`config.mk`:
```
export PLATFORM = sky130hd
export DESIGN_NAME = phase_sequencer_flat
export DESIGN_NICKNAME = d
export VERILOG_FILES = /design/src/rtl/phase_sequencer_if.sv /design/src/rtl/phase_sequencer.sv /design/src/flat_wrapper.sv
export SDC_FILE = /design/constraint.sdc
export NUM_CORES = 1
export LEC_CHECK = 0
export ABC_AREA = 1
export BUFFER_PORTS_ARGS = -buffer_cell sky130_fd_sc_hd__buf_4
export CAP_MARGIN = 20
export CORE_MARGIN = 1
export CORE_UTILIZATION = 35
export DETAILED_ROUTE_END_ITERATION = 8
export HOLD_SLACK_MARGIN = 0.12
export PLACE_DENSITY = 0.76
export SLEW_MARGIN = 25
export SYNTH_ARGS = -nofsm -noshare
export SYNTH_HDL_FRONTEND = slang
export SYNTH_SLANG_ARGS = --single-unit
export TNS_END_PERCENT = 50
```
`constraint.sdc`:
```
create_clock -name clk -period 2.51 [get_ports clk]
set_input_delay 0.1255 -clock clk [delete_from_list [all_inputs] [get_ports clk]]
set_output_delay 0.1255 -clock clk [all_outputs]
set_load 0.03 [all_outputs]
```
`src/rtl/phase_sequencer_if.sv`:
```
// Control/handshake bundle between phase_sequencer and the LEGv8 datapath stages.
// The sequencer takes the master view; control inputs and datapath logic take the slave view.
interface phase_sequencer_if #(
  parameter int WORD = 64
);
  logic            start;
  logic            halt_req;
  logic            imem_ready;
  logic            dmem_ready;
  logic            uncond_branch;
  logic            branch;
  logic            mem_read;
  logic            mem_write;
  logic            reg_write;

  logic            fetch_en;
  logic            read_en;
  logic            exec_en;
  logic            mem_rd_strobe;
  logic            mem_wr_strobe;
  logic            wb_en;
  logic            pc_write;
  logic [2:0]      phase;
  logic            busy;
  logic            error;
  logic [WORD-1:0] cycle_count;
  logic [WORD-1:0] instr_count;

  modport master (
    input  start, halt_req, imem_ready, dmem_ready,
           uncond_branch, branch, mem_read, mem_write, reg_write,
    output fetch_en, read_en, exec_en, mem_rd_strobe, mem_wr_strobe,
           wb_en, pc_write, phase, busy, error, cycle_count, instr_count
  );

  modport slave (
    output start, halt_req, imem_ready, dmem_ready,
           uncond_branch, branch, mem_read, mem_write, reg_write,
    input  fetch_en, read_en, exec_en, mem_rd_strobe, mem_wr_strobe,
           wb_en, pc_write, phase, busy, error, cycle_count, instr_count
  );
endinterface

```
`src/rtl/phase_sequencer.sv`:
```
// Multi-cycle LEGv8 phase sequencer: one-cycle stage enables, class-based phase skipping, ready stalls.
// Defining PHASE_PERF_CNT_EN builds the busy-cycle and retired-instruction counters.
module phase_sequencer #(
  parameter int WORD      = 64,
  parameter int TIMEOUT   = 15,
  parameter int TIMEOUT_W = 4
) (
  input  logic              clk,
  input  logic              reset,
  phase_sequencer_if.master bus
);

  typedef enum logic [2:0] {
    S_IDLE      = 3'd0,
    S_FETCH     = 3'd1,
    S_DECODE    = 3'd2,
    S_EXECUTE   = 3'd3,
    S_MEMORY    = 3'd4,
    S_WRITEBACK = 3'd5,
    S_ERROR     = 3'd7
  } state_e;

  typedef struct packed {
    logic uncond_branch;
    logic branch;
    logic mem_read;
    logic mem_write;
    logic reg_write;
  } ctrl_t;

  state_e               state_q, state_d;
  ctrl_t                ctrl_q, ctrl_d;
  logic                 halt_pending_q, halt_pending_d;
  logic [TIMEOUT_W-1:0] wait_q, wait_d;
  logic                 retire;
  logic                 stall;
  logic                 busy;

  // NOTE: state registers use non-blocking assignments so every flop samples pre-edge values.
  always_ff @(posedge clk or posedge reset) begin
    if (reset) begin
      state_q        <= S_IDLE;
      ctrl_q         <= '0;
      halt_pending_q <= 1'b0;
      wait_q         <= '0;
    end else begin
      state_q        <= state_d;
      ctrl_q         <= ctrl_d;
      halt_pending_q <= halt_pending_d;
      wait_q         <= wait_d;
    end
  end

  // NOTE: every always_comb target is given a default first, so no path can infer a latch.
  always_comb begin
    state_d = state_q;
    ctrl_d  = ctrl_q;
    retire  = 1'b0;
    stall   = 1'b0;

    case (state_q)
      S_IDLE: begin
        if (bus.start && !bus.halt_req) state_d = S_FETCH;
      end
      S_FETCH: begin
        if (bus.imem_ready) state_d = S_DECODE;
        else                stall   = 1'b1;
      end
      S_DECODE: begin
        ctrl_d = '{uncond_branch: bus.uncond_branch, branch: bus.branch,
                   mem_read: bus.mem_read, mem_write: bus.mem_write,
                   reg_write: bus.reg_write};
        if (bus.mem_read && bus.mem_write) state_d = S_ERROR;
        else                               state_d = S_EXECUTE;
      end
      S_EXECUTE: begin
        if (ctrl_q.mem_read || ctrl_q.mem_write) state_d = S_MEMORY;
        else if (ctrl_q.reg_write)               state_d = S_WRITEBACK;
        else                                     retire  = 1'b1;
      end
      S_MEMORY: begin
        if (!bus.dmem_ready)    stall   = 1'b1;
        else if (ctrl_q.mem_read) state_d = S_WRITEBACK;
        else                      retire  = 1'b1;
      end
      S_WRITEBACK: retire  = 1'b1;
      S_ERROR:     state_d = S_ERROR;
      default:     state_d = S_ERROR;
    endcase

    // The TIMEOUT-th consecutive not-ready cycle is the last one before ERROR.
    wait_d = '0;
    if (stall) begin
      wait_d = wait_q + TIMEOUT_W'(1);
      if (wait_d == TIMEOUT_W'(TIMEOUT)) begin
        state_d = S_ERROR;
        wait_d  = '0;
      end
    end

    // A halt request seen in the retire cycle still stops after that instruction.
    halt_pending_d = halt_pending_q | ((state_q != S_IDLE) && bus.halt_req);
    if (retire) state_d = halt_pending_d ? S_IDLE : S_FETCH;
    if (state_d == S_IDLE) halt_pending_d = 1'b0;
  end

  assign busy              = (state_q != S_IDLE) && (state_q != S_ERROR);
  assign bus.phase         = state_q;
  assign bus.fetch_en      = (state_q == S_FETCH);
  assign bus.read_en       = (state_q == S_DECODE);
  assign bus.exec_en       = (state_q == S_EXECUTE);
  assign bus.mem_rd_strobe = (state_q == S_MEMORY) && ctrl_q.mem_read;
  assign bus.mem_wr_strobe = (state_q == S_MEMORY) && ctrl_q.mem_write;
  assign bus.wb_en         = (state_q == S_WRITEBACK);
  assign bus.pc_write      = retire;
  assign bus.busy          = busy;
  assign bus.error         = (state_q == S_ERROR);

  // Branch class bits are latched for the datapath's view but never steer the sequence.
  logic unused_ctrl;
  assign unused_ctrl = ctrl_q.branch ^ ctrl_q.uncond_branch;

`ifdef PHASE_PERF_CNT_EN
  logic [WORD-1:0] cycle_q, instr_q;

  always_ff @(posedge clk or posedge reset) begin
    if (reset) begin
      cycle_q <= '0;
      instr_q <= '0;
    end else begin
      if (busy)   cycle_q <= cycle_q + WORD'(1);
      if (retire) instr_q <= instr_q + WORD'(1);
    end
  end

  assign bus.cycle_count = cycle_q;
  assign bus.instr_count = instr_q;
`else
  assign bus.cycle_count = {WORD{1'b0}};
  assign bus.instr_count = {WORD{1'b0}};
`endif

endmodule

```
`src/flat_wrapper.sv`:
```
// flat-port wrapper written by rule: the top's interface ports become plain ports
module phase_sequencer_flat 
#(
  parameter int WORD      = 64,
  parameter int TIMEOUT   = 15,
  parameter int TIMEOUT_W = 4
)
  (clk, reset, bus_start, bus_halt_req, bus_imem_ready, bus_dmem_ready, bus_uncond_branch, bus_branch, bus_mem_read, bus_mem_write, bus_reg_write, bus_fetch_en, bus_read_en, bus_exec_en, bus_mem_rd_strobe, bus_mem_wr_strobe, bus_wb_en, bus_pc_write, bus_phase, bus_busy, bus_error, bus_cycle_count, bus_instr_count);
  phase_sequencer_if #(.WORD(WORD)) bus_i ();
  input  logic clk;
  input  logic reset;
  input wire logic [$bits(bus_i.start)-1:0] bus_start;
  input wire logic [$bits(bus_i.halt_req)-1:0] bus_halt_req;
  input wire logic [$bits(bus_i.imem_ready)-1:0] bus_imem_ready;
  input wire logic [$bits(bus_i.dmem_ready)-1:0] bus_dmem_ready;
  input wire logic [$bits(bus_i.uncond_branch)-1:0] bus_uncond_branch;
  input wire logic [$bits(bus_i.branch)-1:0] bus_branch;
  input wire logic [$bits(bus_i.mem_read)-1:0] bus_mem_read;
  input wire logic [$bits(bus_i.mem_write)-1:0] bus_mem_write;
  input wire logic [$bits(bus_i.reg_write)-1:0] bus_reg_write;
  output wire logic [$bits(bus_i.fetch_en)-1:0] bus_fetch_en;
  output wire logic [$bits(bus_i.read_en)-1:0] bus_read_en;
  output wire logic [$bits(bus_i.exec_en)-1:0] bus_exec_en;
  output wire logic [$bits(bus_i.mem_rd_strobe)-1:0] bus_mem_rd_strobe;
  output wire logic [$bits(bus_i.mem_wr_strobe)-1:0] bus_mem_wr_strobe;
  output wire logic [$bits(bus_i.wb_en)-1:0] bus_wb_en;
  output wire logic [$bits(bus_i.pc_write)-1:0] bus_pc_write;
  output wire logic [$bits(bus_i.phase)-1:0] bus_phase;
  output wire logic [$bits(bus_i.busy)-1:0] bus_busy;
  output wire logic [$bits(bus_i.error)-1:0] bus_error;
  output wire logic [$bits(bus_i.cycle_count)-1:0] bus_cycle_count;
  output wire logic [$bits(bus_i.instr_count)-1:0] bus_instr_count;
  assign bus_i.start = bus_start;
  assign bus_i.halt_req = bus_halt_req;
  assign bus_i.imem_ready = bus_imem_ready;
  assign bus_i.dmem_ready = bus_dmem_ready;
  assign bus_i.uncond_branch = bus_uncond_branch;
  assign bus_i.branch = bus_branch;
  assign bus_i.mem_read = bus_mem_read;
  assign bus_i.mem_write = bus_mem_write;
  assign bus_i.reg_write = bus_reg_write;
  assign bus_fetch_en = bus_i.fetch_en;
  assign bus_read_en = bus_i.read_en;
  assign bus_exec_en = bus_i.exec_en;
  assign bus_mem_rd_strobe = bus_i.mem_rd_strobe;
  assign bus_mem_wr_strobe = bus_i.mem_wr_strobe;
  assign bus_wb_en = bus_i.wb_en;
  assign bus_pc_write = bus_i.pc_write;
  assign bus_phase = bus_i.phase;
  assign bus_busy = bus_i.busy;
  assign bus_error = bus_i.error;
  assign bus_cycle_count = bus_i.cycle_count;
  assign bus_instr_count = bus_i.instr_count;
  phase_sequencer #(.WORD(WORD), .TIMEOUT(TIMEOUT), .TIMEOUT_W(TIMEOUT_W)) u_core (.clk(clk), .reset(reset), .bus(bus_i));
endmodule
```
==> impl_metrics.ini, run 1 <==
[worst_setup_path]
crit_family = flip-flops
crit_path_max_fanout = 10
timing.critical_path.buf_inv = 3
required_ps = 2380
worst-setup-path-type = flip-flop to output pin
crit_arrival_ps = 1740
endpoint_kind = output pin
slowest_delay_ps = 620
r2r.worst_path.cells = 8
r2r_start = u_core.bus.phase[2]
path_cells = inv_2, nand3_1, nor2_1, nor3_2, inv_1, buf_4
critical_path_depth = 6
r2r_slack_ps = 880
worst_setup_path_startpoint = u_core.bus.phase[2]
cp-start-kind = flip-flop
r2r-end = u_core.halt_pending_q
crit_path_top_delay_cell = dfrtp_1

[clocking]
cts.sinks = 11
cts-hold-fix-buffers = 4
cts.clk_slew.worst_paths_ps = 50
cts_made_buffers = 3
clock_path_buffers = 2
cts-root-buf = clkbuf_8
cts_resized = 0
clk_latency_ps = 240
tritoncts = yes
cts_setup_buffers = 0
cts.htree.levels = 1

[sta]
finalSetupViolations = 0
finClkSkew_ps = 1.98
post-route-min-period_ps = 1860
slew_violations = 0
post-route-period-util = 0.741
hold_slack_ps = 297
hold_violations = 0
timing.fmax_mhz = 537
rsz0062_at_grt = no
finalSetupTns_ps = 0

[drt]
wire_per_inst_um = 7.61
vias = 1059
drt_iter0_drc = 19
viasPerCell = 3.39
ant_nets = 0
wl_mm = 2.38
drc_errors = 0
drt_pass1_iterations = 4

[floorplanning]
die_y_um = 71.7
initial_core_util = 0.378
die_area_mm2 = 0.00514
fp.dieW_um = 71.7
num_io_pins = 151
rows = 24
core_area_mm2 = 0.00450

[final_layout]
final-seq-area_um2 = 275
n_fill_cell = 486
layout_commonest_cell = conb_1
multi_input_area_um2 = 840
nNetsFinal = 274
syn2layout_area_growth_pct = -11.6
final_cells = 312
diodes = 0
drive_above_1_share = 0.123
layout_common_cells = 128 x conb_1, 23 x nand2_1, 20 x buf_4, 19 x inv_1, 13 x nor2_1

[logic_synthesis]
synth_cells = 235
synthDistinctLibCells = 21
netlist_area_mm2 = 0.00170
ys_ff_latch = 11
syn-mean-instance-area_um2 = 7.24
yosysWarnings = 0
synth_seq_area_share = 0.162

[placement]
gp_congestion = 0.822
dp.final_hpwl_mm = 2.02
portBuffers = 20
dp.cells = 304

[grt]
grt_usage = 0.0834
grt_pass1_wl_mm = 3.30
grt_overflow = 0
grt_antenna_before_repair = 0
grt_max_degree = 12
grt_pass1_vias = 763

[power_and_ir_drop]
power_frac_clock = 0.132
internal-power_mw = 0.558
p_comb_frac = 0.627
p_switching_mw = 0.796
p_leak_nw = 0.961
power_density_mw_per_mm2 = 901
vdd_drop_max_uv = 289
pwr-share-seq = 0.241
power.share.switching = 0.588

[hold_path]
min_from = bus_halt_req
hold_class = input pin to flip-flop
hold_end = u_core.halt_pending_q
min_delay_path_depth = 5

[outcome]
status = finished, final reports clean

[job]
drv_cap = 0
## sequential cells by signal, indices dropped and copies added, names as in the netlist
signal	count
u_core.ctrl_q	3
u_core.bus.phase	3
u_core.halt_pending_q	1
u_core.wait_q	4
## metrics by stage
stage               area [um2]  utilization  power (mW)  setup WS [ps]
finish                    1500        0.334        1.35            649
global route              1500        0.334        1.46            510
CTS                       1500        0.334        1.36            636
detailed placement        1420        0.314        1.17            898
global placement          1420        0.314        1.16            954
floorplan                 2180            -        1.15            743
## worst max-delay path by stage
stage                                  endpoint  slack, ps
after CTS                          bus_pc_write        640
after global placement             bus_pc_write        950
after floorplan                        bus_busy        740
after global routing               bus_pc_write        510
after detailed placement  u_core.halt_pending_q        900
final                              bus_pc_write        650
## power groups by stage
| stage | Sequential [mW] | Clock, mW | Combinational [mW] |
|---|---|---|---|
| finish | 0.326 | 0.179 | 0.849 |
| global route | 0.340 | 0.188 | 0.935 |
| CTS | 0.327 | 0.184 | 0.852 |
| detailed placement | 0.330 | 0 | 0.844 |
| global placement | 0.325 | 0 | 0.833 |
| floorplan | 0.318 | 0 | 0.835 |
## per-layer routing
layer / track usage / part of all wire
met2: 0.152 / 0.53
met1: 0.0897 / 0.34
met5: 0 / 0
met4: 0.0523 / 0.024
met3: 0.0127 / 0.10
## kinds of logic after synthesis
kind of cell,count (synthesis),share of synthesized area
buf+inv,153,0.625
xor+xnor,1,0.00515
fa+ha+maj,2,0.0147
compound gates,6,0.0191
flops,11,0.162
other cells,1,0.00221
simple gates,61,0.172
## synthesized netlist by cell type (all sizes together)
| cell type | n | area, um2 |
|---|---|---|
| buf | 129 | 968 |
| nand2 | 23 | 86.3 |
| inv | 22 | 82.6 |
| nor2 | 15 | 66.3 |
| dfrtp | 11 | 275 |
| nand3 | 11 | 55.1 |
| nor3 | 9 | 66.3 |
| o21ai | 5 | 25.0 |
| nand4 | 3 | 18.8 |
| ha | 2 | 25.0 |
| clkbuf | 1 | 7.51 |
| clkinv | 1 | 3.75 |
| conb | 1 | 3.75 |
| o21bai | 1 | 7.51 |
| xnor2 | 1 | 8.76 |
## area by class of cell
cell class | instances | area share
Clock buffer | 3 | 0.0275
Clock inverter | 1 | 0.00333
Inverter | 23 | 0.0575
Multi-Input combinational cell | 198 | 0.559
Sequential cell | 11 | 0.183
Tap cell | 52 | 0.0433
Timing Repair Buffer | 24 | 0.127
## tightest hold or removal path, stage by stage
cell and delay (ps):
buf_4 110, inv_1 40, o21bai_1 100, nand2_1 80, inv_1 40
No activity file was read; power rests on OpenSTA's default activity.
==> run 2, diff against run 1 <==
- clock period: 2.51 -> 1.9 ns (I/O delays scaled with it)
==> impl_metrics.ini, run 2 (synthesized netlist as in run 1, its figures left out) <==
[worst_setup_path]
endpoint_kind = output pin
required_ps = 1800
crit_arrival_ps = 1590
worst-setup-path-type = flip-flop to output pin
cp-start-kind = flip-flop
crit_path_max_fanout = 10

[clocking]
clock_path_buffers = 2
cts.sinks = 11
cts.clk_slew.worst_paths_ps = 50
cts_setup_buffers = 0
cts-root-buf = clkbuf_8
cts.htree.levels = 1
tritoncts = yes
clk_latency_ps = 240
cts_made_buffers = 3

[final_layout]
final_cell_area_mm2 = 0.00151
layout_common_cells = 128 x conb_1, 23 x nand2_1, 21 x buf_4, 19 x inv_1, 13 x nor2_1
drive_above_1_share = 0.130
diodes = 0
n_fill_cell = 500
syn2layout_area_growth_pct = -11.1
multi_input_area_um2 = 840
largest-register = u_core.wait_q
final-seq-area_um2 = 277
largest_register_ff_count = 4
layout_commonest_cell = conb_1
nNetsFinal = 275

[grt]
grt_antenna_before_repair = 0
grt_overflow = 0
grt_pass1_wl_mm = 3.28
grt_usage = 0.0820
grt_max_degree = 12
grt_pass1_vias = 737

[floorplanning]
rows = 24
die_area_mm2 = 0.00514
core_area_mm2 = 0.00450
fp.dieW_um = 71.7
initial_core_util = 0.378
num_io_pins = 151
die_y_um = 71.7

[placement]
dp.final_hpwl_mm = 2.02
portBuffers = 20
gp_congestion = 0.826
place_area_mm2 = 0.00142

[hold_path]
hold_class = input pin to flip-flop

[drt]
viasPerCell = 3.36
drc_errors = 0
wire_per_inst_um = 7.28
drt_iter0_drc = 15
wl_mm = 2.28
drt_pass1_iterations = 4
ant_nets = 0
vias = 1052

[outcome]
status = finished, final reports clean

[job]
drv_cap = 0

[sta]
timing.fmax_mhz = 593
finClkSkew_ps = 1.15
finalSetupTns_ps = 0
rsz0062_at_grt = no
post-route-period-util = 0.888
post-route-min-period_ps = 1690
hold_violations = 0
finalSetupViolations = 0
slew_violations = 0

[power_and_ir_drop]
p_switching_mw = 1.05
internal-power_mw = 0.746
pwr-share-seq = 0.243
p_leak_nw = 0.965
power_frac_clock = 0.130
p_comb_frac = 0.627
power.share.switching = 0.585
power_density_mw_per_mm2 = 1190
vdd_drop_max_uv = 345
run 2: repair_timing:
item                                    in CTS  in global routing
hold buffers                                 4                  0
gates resized for setup                      0                  1
endpoints found under the setup margin       0                  1
endpoints found under the hold margin       14                  0
run 2: critical path, cell delays in order (launching register included):
cell	delay, ps
dfrtp_1	550
nor2_2	100
nand2_1	140
nor3_2	50
nor3_2	250
inv_1	80
buf_4	170
run 2: layout make-up:
type,count,share of cell area
clock buffers,3,0.0273
multi-input cells,198,0.555
inverters,23,0.0571
flip-flops and latches,11,0.183
clock inverters,1,0.00331
well taps,52,0.0430
repair buffers,25,0.131
run 2: path summary, 6_finish.rpt:
path	startpoint	to	slack (ps)	cells past startpoint
hold reg to reg	u_core.wait_q[0]	u_core.wait_q[0]	540	1
max in group asynchronous	reset	u_core.bus.phase[2]	1170	3
min in group asynchronous	reset	u_core.wait_q[1]	410	3
setup reg to reg	u_core.wait_q[0]	u_core.halt_pending_q	330	9
setup / recovery	u_core.bus.phase[0]	bus_pc_write	210	6
hold / removal	bus_halt_req	u_core.halt_pending_q	250	5
run 2: metrics by stage:
stage	util	total power, mW	instances	hold slack (ps)	setup slack, ps
3_5_place_dp	0.316	1.56	305	118	308
2_1_floorplan	-	1.52	362	-52.6	163
4_1_cts	0.335	1.80	313	241	77.7
3_3_place_gp	0.316	1.54	305	108	351
5_1_grt	0.336	1.95	313	296	50.4
6_report	0.336	1.80	313	246	213
run 2: power groups by stage:
stage	Sequential, mW	Clock (mW)	Combinational (mW)
2_1_floorplan	0.420	0	1.10
3_3_place_gp	0.429	0	1.11
3_5_place_dp	0.437	0	1.12
4_1_cts	0.432	0.239	1.13
5_1_grt	0.448	0.252	1.25
6_report	0.435	0.233	1.13
run 2: routing by layer:
layer	up-vias	global-route usage	share of wire
met2	85	0.145	0.53
met1	451	0.0952	0.36
met4	0	0.0458	0.017
met3	4	0.0113	0.090
met5	-	0	0
li1	512	-	-
